[src/rtl/clap_pattern_gen.sv]
// clap_pattern_gen: synthetic single/double clap waveform with bounce and hold-off for exercising the clap detector.
module clap_pattern_gen #(
  parameter int CLK_DIV    = 125,
  parameter int PULSE_US   = 20_000,
  parameter int BOUNCE_CNT = 3,
  parameter int BOUNCE_US  = 2_000,
  parameter int GAP_US     = 250_000,
  parameter int HOLDOFF_US = 600_000
) (
  input  logic clk,
  input  logic reset_p,
  input  logic req_single,
  input  logic req_double,
  input  logic abort,
  output logic clap,
  output logic busy,
  output logic done
);
  localparam int DW = CLK_DIV > 1 ? $clog2(CLK_DIV) : 1;
  typedef enum logic [2:0] {IDLE, PULSE, BOUNCE_LO, BOUNCE_HI, GAP, HOLDOFF, DONE} state_t;
  state_t state_q, state_d, end_st, fin;
  logic [DW-1:0] div_q;
  logic [23:0] ph_q, len;
  logic [7:0] bcnt_q, bcnt_d;
  logic second_q, second_d, clap_q, tick, ph_end;
  assign tick = div_q == DW'(CLK_DIV - 1);
  assign len = state_q == PULSE   ? 24'(PULSE_US - 1) :
               state_q == GAP     ? 24'(GAP_US - 1) :
               state_q == HOLDOFF ? 24'(HOLDOFF_US - 1) : 24'(BOUNCE_US - 1);
  assign ph_end = tick && ph_q == len;
  assign end_st = HOLDOFF_US == 0 ? DONE : HOLDOFF;
  // Where a clap ends: into the gap if a second clap is pending, else wind down.
  assign fin = second_q ? GAP : end_st;
  always_comb begin
    state_d  = state_q;
    second_d = second_q;
    bcnt_d   = bcnt_q;
    unique case (state_q)
      IDLE: if (req_double || req_single) begin
        state_d  = PULSE;
        second_d = req_double;
        bcnt_d   = '0;
      end
      PULSE: if (ph_end) begin
        state_d  = BOUNCE_CNT > 0 ? BOUNCE_LO : fin;
        second_d = BOUNCE_CNT > 0 ? second_q : 1'b0;
      end
      BOUNCE_LO: if (ph_end) state_d = BOUNCE_HI;
      BOUNCE_HI: if (ph_end) begin
        bcnt_d   = bcnt_q + 8'd1;
        state_d  = bcnt_d == 8'(BOUNCE_CNT) ? fin : BOUNCE_LO;
        second_d = bcnt_d == 8'(BOUNCE_CNT) ? 1'b0 : second_q;
      end
      GAP: if (ph_end) begin
        state_d = PULSE;
        bcnt_d  = '0;
      end
      HOLDOFF: if (ph_end) state_d = DONE;
      DONE: state_d = IDLE;
      default: state_d = IDLE;
    endcase
    if (abort && state_q inside {PULSE, BOUNCE_LO, BOUNCE_HI, GAP}) begin
      state_d  = end_st;
      second_d = 1'b0;
    end
  end
  always_ff @(posedge clk) begin
    if (reset_p) begin
      state_q  <= IDLE;
      div_q    <= '0;
      ph_q     <= '0;
      bcnt_q   <= '0;
      second_q <= 1'b0;
      clap_q   <= 1'b0;
    end else begin
      state_q  <= state_d;
      bcnt_q   <= bcnt_d;
      second_q <= second_d;
      clap_q   <= state_d == PULSE || state_d == BOUNCE_HI;
      // Timebase restarts on every state entry so each phase is exactly N*CLK_DIV cycles.
      if (state_d != state_q || state_q == IDLE) begin
        div_q <= '0;
        ph_q  <= '0;
      end else begin
        div_q <= tick ? '0 : div_q + DW'(1);
        ph_q  <= ph_q + 24'(tick);
      end
    end
  end
  assign clap = clap_q;
  assign busy = state_q != IDLE;
  assign done = state_q == DONE;
endmodule

[config.mk]
export PLATFORM = sky130hd
export DESIGN_NAME = clap_pattern_gen
export DESIGN_NICKNAME = d
export VERILOG_FILES = /design/src/rtl/clap_pattern_gen.sv
export SDC_FILE = /design/constraint.sdc
export NUM_CORES = 1
export LEC_CHECK = 0
export CAP_MARGIN = 20
export CELL_PAD_IN_SITES_DETAIL_PLACEMENT = 1
export CELL_PAD_IN_SITES_GLOBAL_PLACEMENT = 1
export CORE_UTILIZATION = 45
export DETAILED_ROUTE_END_ITERATION = 10
export PLACE_DENSITY = 0.89
export SLEW_MARGIN = 20
export SYNTH_ARGS = -nofsm -noshare
export SYNTH_HDL_FRONTEND = slang
export SYNTH_SLANG_ARGS = --single-unit
[constraint.sdc]
create_clock -name clk -period 2.8 [get_ports clk]
set_clock_uncertainty 0.05 [all_clocks]
set_input_delay 0.56 -clock clk [delete_from_list [all_inputs] [get_ports clk]]
set_output_delay 0.56 -clock clk [all_outputs]
set_load 0.01 [all_outputs]
==> reports/metrics.cfg, run 1 <==
[run_status]
outcome=finished, final reports clean

[synth]
synth.largest_area_cell=dfxtp_1
synth_top_cells_by_count=nor2_1, dfxtp_1, nand2_1, nand3_1, o21ai_0
syn-cell-area_sq_mm=0.00253
ys.flop_type=dfxtp_1
synthArstFlopShare_pct=0
syn-num-nets=336
syn_inst=325
yosysWarningCount=0
ys_types=52
synth-seq-cells=44
synth_area_leaders=dfxtp_1, nor2_1, xor2_1
yosysMostFrequentCell=nor2_1
synth_edf_count=0
yosysTopAreaCellShare_pct=34.8
synth_seq_area_share_pct=34.8
avgSynthCellArea_sq_um=7.79

[detailed_routing]
wl_um=6850
vias=2358
route.detailed.drc=0
ant_nets=0
first_iter_violations=101
viasPerCell=5.88
drtPass1Iterations=4
wl_per_cell_um=17.1

[cts]
cts_buffers=5
cts-root-buf=clkbuf_8
clkLatencyLatePin_ps=300
holdBufCountCts=0
cts_max_level=2
cts_tree=built
clock-sinks=44
cts.path.max_buffers=2
clkSlewWorstSetupHoldPaths_ps=100

[finish]
antenna_cells=0
drive_gt1_share_pct=8.46
nets=342
synthToLayoutAreaGrowth_pct=12.0
final_cells=401

[worst_setup_path]
worst_r2r_path_depth=9
cp_top_family=compound AO/OA/AOI/OAI gates
arrival_ps=2930
rrSetupSlack_ps=40
regToRegStartpoint=state_q[2]
critical_path_class=flip-flop to flip-flop
cp_slowest_cell=dfxtp_1
cp_cell_sequence=buf_4 -> nand2b_1 -> o221ai_1 -> a21boi_1 -> nor4_1 -> a211oi_1 -> o21ai_2 -> buf_12 -> nor3b_1
startpoint_type=flip-flop
required_ps=2970
cp-end-kind=flip-flop
cp_num_buf_inv=2
crit_path_max_incr_delay_ps=500
path_max_fanout=31
rr_endpoint=div_q[1]

[timing]
fmax_mhz=362
setup_viol=0
min_period_over_period_pct=98.7
hold_ws_ps=469
tns_ps=0
slew_headroom_pct=62.9
tightest_slew_ps=555
min_period_ps=2760
slew_violations=0
hold_viol_final=0

[floorplanning]
core_area_sq_mm=0.00527
initial_core_util_pct=48.1
rows=26
die_h_um=77.0
boundaryPins=8
die_w_um=77.0
dieArea_sq_mm=0.00593

[min_path]
worstHoldPathType=flip-flop to flip-flop
hold_path_depth=1
min_from=div_q[0]
whs_endpoint=div_q[0]

[placement]
place_congestion=0.846
port_buffers=7
hpwl_um=4600
placed_cells=392

[pwr]
p_per_area_mw_per_mm2=481
vdd_drop_max_v=0.000324
p_leak_nw=0.989

[global_route]
first_global_vias=2492
grt_use_total_pct=24.3
antenna_found_initial=0
overflow=0
grt_max_degree=32
grt_pass1_wl_um=11400

[flow_run]
max_cap_viol_count=0

cell families after synthesis:
kind of cell | share of synthesized area (%)
compound gates | 14.4
xor+xnor | 10.7
fa+ha+maj | 2.96
buf+inv | 5.53
flops | 34.8
mux | 0.395
simple gates | 31.2
per-stage QoR:
stage	utilization [%]	total power [mW]	area, sq um	worst slack [ps]
2_1_floorplan	-	0.744	2530	486
3_3_place_gp	50.8	0.786	2680	302
3_5_place_dp	50.8	0.790	2680	182
4_1_cts	53.2	1.37	2800	128
5_1_grt	53.8	1.41	2840	-124
6_report	53.8	1.37	2840	37.2
cell type report:
type / count / area (sq um)
clock buffers: 5 / 68.8
clock inverters: 2 / 60.1
fillers: 675 / 2430
inverters: 13 / 48.8
multi-input cells: 250 / 1530
flip-flops and latches: 44 / 881
well taps: 70 / 87.6
repair buffers: 17 / 158
worst register-to-register path, delay by kind of cell, from the launching register on:
family	cells	cell delay [ps]
flip-flops	1	500
AO/OA/AOI/OAI	4	1210
AND/OR/NAND/NOR	3	480
buffers and inverters	2	450
sequential cells by signal, summed over array words and instances (netlist names):
register	count
ph_q	24
second_q	1
clap	1
state_q	3
div_q	7
bcnt_q	8
per-layer routing:
metal / vias up / part of all wire (%) / global-route usage [%]
met5: - / 0 / 0
met1: 1136 / 43 / 26.6
met4: 0 / 2.6 / 13.6
met2: 59 / 51 / 43.4
li1: 1143 / - / -
met3: 20 / 3.4 / 5.00
worst max-delay path by stage:
stage                from   endpoint  slack [ps]  depth (start not counted)
2_1_floorplan    div_q[2]   ph_q[20]         490                         11
3_3_place_gp   state_q[2]   div_q[6]         300                          8
3_5_place_dp        abort   div_q[4]         180                          9
4_1_cts        state_q[2]  bcnt_q[3]         130                          9
5_1_grt        state_q[2]   div_q[3]        -120                          9
6_report       state_q[2]   div_q[1]          40                          9
cell usage in the layout (no fill, tap or decap), types with 5 or more instances in the layout:
cell type / n
nand2b_1: 6
clkbuf_8: 5
nor2_1: 53
o21ai_0: 18
clkdlybuf4s50_1: 7
nor3_1: 13
xor2_1: 16
or3_1: 5
nor4_1: 5
and3_1: 7
nand3_1: 20
nand2_1: 20
a21oi_1: 13
inv_1: 13
xnor2_1: 15
buf_4: 9
nand4_1: 5
dfxtp_1: 44
ha_1: 6
power by group:
part	internal, mW	switching, mW	leakage (nW)
Combinational	0.0555	0.0878	0.570
Sequential	0.633	0.00712	0.355
Clock	0.352	0.231	0.0642
what timing repair did:
item,in CTS,in global routing
gates resized for setup,0,3
buffers inserted,0,2
endpoints found under the setup margin,0,20
No activity file was read; power rests on OpenSTA's default activity.
==> run 2, diff against run 1 <==
- CORE_MARGIN: not set -> 5
==> run 2 against run 1 <==
  * Clock-buffer cell count is the same
  * Setup slack gained 94 ps
  * Sequential power grew 0.8%
  * Sequential cell count is the same
  * Routed wire length shrank 0.15%
  * Core utilization shrank 2.1 points
  * Worst hold slack lost 8.8 ps
  * Via count grew 0.55%
  * Fmax grew 3.5%
  * Critical endpoint is now busy
==> reports/metrics.cfg, run 2 (synthesis results as in run 1) <==
[detailed_routing]
route.detailed.drc=0
viasPerCell=5.85
vias=2371
route.met3.wl_um=234
wl_um=6840
wl_per_cell_um=16.9
ant_nets=0
route.met2.wl_um=3520
drt-met1-wl_um=2950
first_iter_violations=145
drtPass1Iterations=4
routed.top_layer=met4

[finish]
largest-register=ph_q
antenna_cells=0
register_area_sq_um=882
reg_top3=ph_q (24), bcnt_q (8), div_q (7)
synthToLayoutAreaGrowth_pct=11.7
multiInputGateArea_sq_mm=0.00153
final_common_cell=nor2_1
nets=343
final_cell_mix=nor2_1, dfxtp_1, nand2_1, nand3_1, o21ai_0
drive_gt1_share_pct=9.31
postLayoutCoreUtil_pct=51.7
largest_reg_flops=24
nFillCells=695

[timing]
min_period_ps=2670
tightest_slew_ps=528
slew_headroom_pct=64.7
tns_ps=0
fmax_mhz=375
setup_viol=0
slew_violations=0
fin_ws_ps=131
min_period_over_period_pct=95.3
hold_viol_final=0

[placement]
port_buffers=7
dp_slack_ps=88.6
place_congestion=0.806
hpwl_um=4880

[worst_setup_path]
crit_path_max_incr_delay_ps=480
cp_top_family=buffers and inverters
critical_path_class=flip-flop to primary output
cp-end-kind=primary output
path_max_fanout=10
required_ps=2190
cp_slowest_cell=clkdlybuf4s50_1
cp_cell_sequence=buf_4 -> or2_2 -> nor2_1 -> inv_1 -> clkdlybuf4s50_1
startpoint_type=flip-flop
arrival_ps=2060
startpoint=state_q[0]
regToRegStartpoint=state_q[1]
cp_num_buf_inv=3

[pwr]
p_int_mw=0.957
p_per_area_mw_per_mm2=457
p_sw_mw=0.335
p_leak_nw=0.971
vdd_drop_max_v=0.000223
pwr-share-comb_pct=10.5
finalPower_mw=1.29
p_clk_share_pct=39.6
power_frac_seq_pct=49.9
switching_share_pct=26.0

[floorplanning]
die_h_um=85.0
core_area_sq_mm=0.00547
rows=27
die_w_um=85.0
boundaryPins=8
initial_core_util_pct=46.3
dieArea_sq_mm=0.00723

[run_status]
outcome=finished, final reports clean

[cts]
clock-sinks=44
holdBufCountCts=0
cts-root-buf=clkbuf_8
cts_max_level=2
cts_tree=built
clkLatencyLatePin_ps=310
cts_buffers=5
cts.path.max_buffers=2
clkSlewWorstSetupHoldPaths_ps=90

[global_route]
grt_pass1_wl_um=11400
grt_max_degree=32
antenna_found_initial=0
grt_use_total_pct=19.5
overflow=0
first_global_vias=2477

[flow_run]
max_cap_viol_count=0

[min_path]
worstHoldPathType=flip-flop to flip-flop
min_from=div_q[0]

==> run 2: layer usage <==
| metal | vias up | global-route usage, % |
|---|---|---|
| li1 | 1152 | - |
| met1 | 1160 | 22.3 |
| met2 | 46 | 34.4 |
| met3 | 13 | 3.59 |
| met4 | 0 | 9.64 |
| met5 | - | 0 |
==> run 2: final timing paths <==
path / end / slack (ps) / cells after the start
worst min register to register: div_q[0] / 460 / 1
worst max-delay path: busy / 130 / 5
worst min-delay path: div_q[0] / 460 / 1
worst max register to register: ph_q[9] / 130 / 9
==> run 2: what timing repair did <==
action	4_1_cts	5_1_grt
setup buffers	0	2
endpoints found under the setup margin	0	41
endpoints found under the hold margin	0	0
gates resized for setup	0	3
==> run 2: layout make-up <==
| type | instances | share of cell area (%) |
|---|---|---|
| tap | 72 | 3.18 |
| clock inverter | 3 | 1.64 |
| multi-input combinational | 250 | 54.0 |
| clock buffer | 5 | 2.43 |
| timing repair buffer | 18 | 5.84 |
| sequential | 44 | 31.2 |
| inverter | 13 | 1.72 |
==> run 2: per-stage QoR <==
step	area, sq um	hold slack [ps]	instances
global placement	2690	450	395
CTS	2800	470	403
global route	2830	495	405
detailed placement	2690	455	395
floorplan	2530	427	325
finish	2830	461	405
==> run 2: worst reg2reg max path: cells and delay by family, from the launching register on <==
kind            cells  cell delay, ps
flops               1             460
simple gates        3             620
compound gates      3             650
buf+inv             2             460
mux                 1             320
==> run 2: power by group through the flow <==
| stage | clock network, mW | registers [mW] | logic (mW) |
|---|---|---|---|
| final | 0.512 | 0.645 | 0.136 |
| after detailed placement | 0 | 0.659 | 0.132 |
| after CTS | 0.526 | 0.644 | 0.133 |
| after floorplan | 0 | 0.652 | 0.0922 |
| after global placement | 0 | 0.658 | 0.128 |
| after global routing | 0.547 | 0.647 | 0.150 |
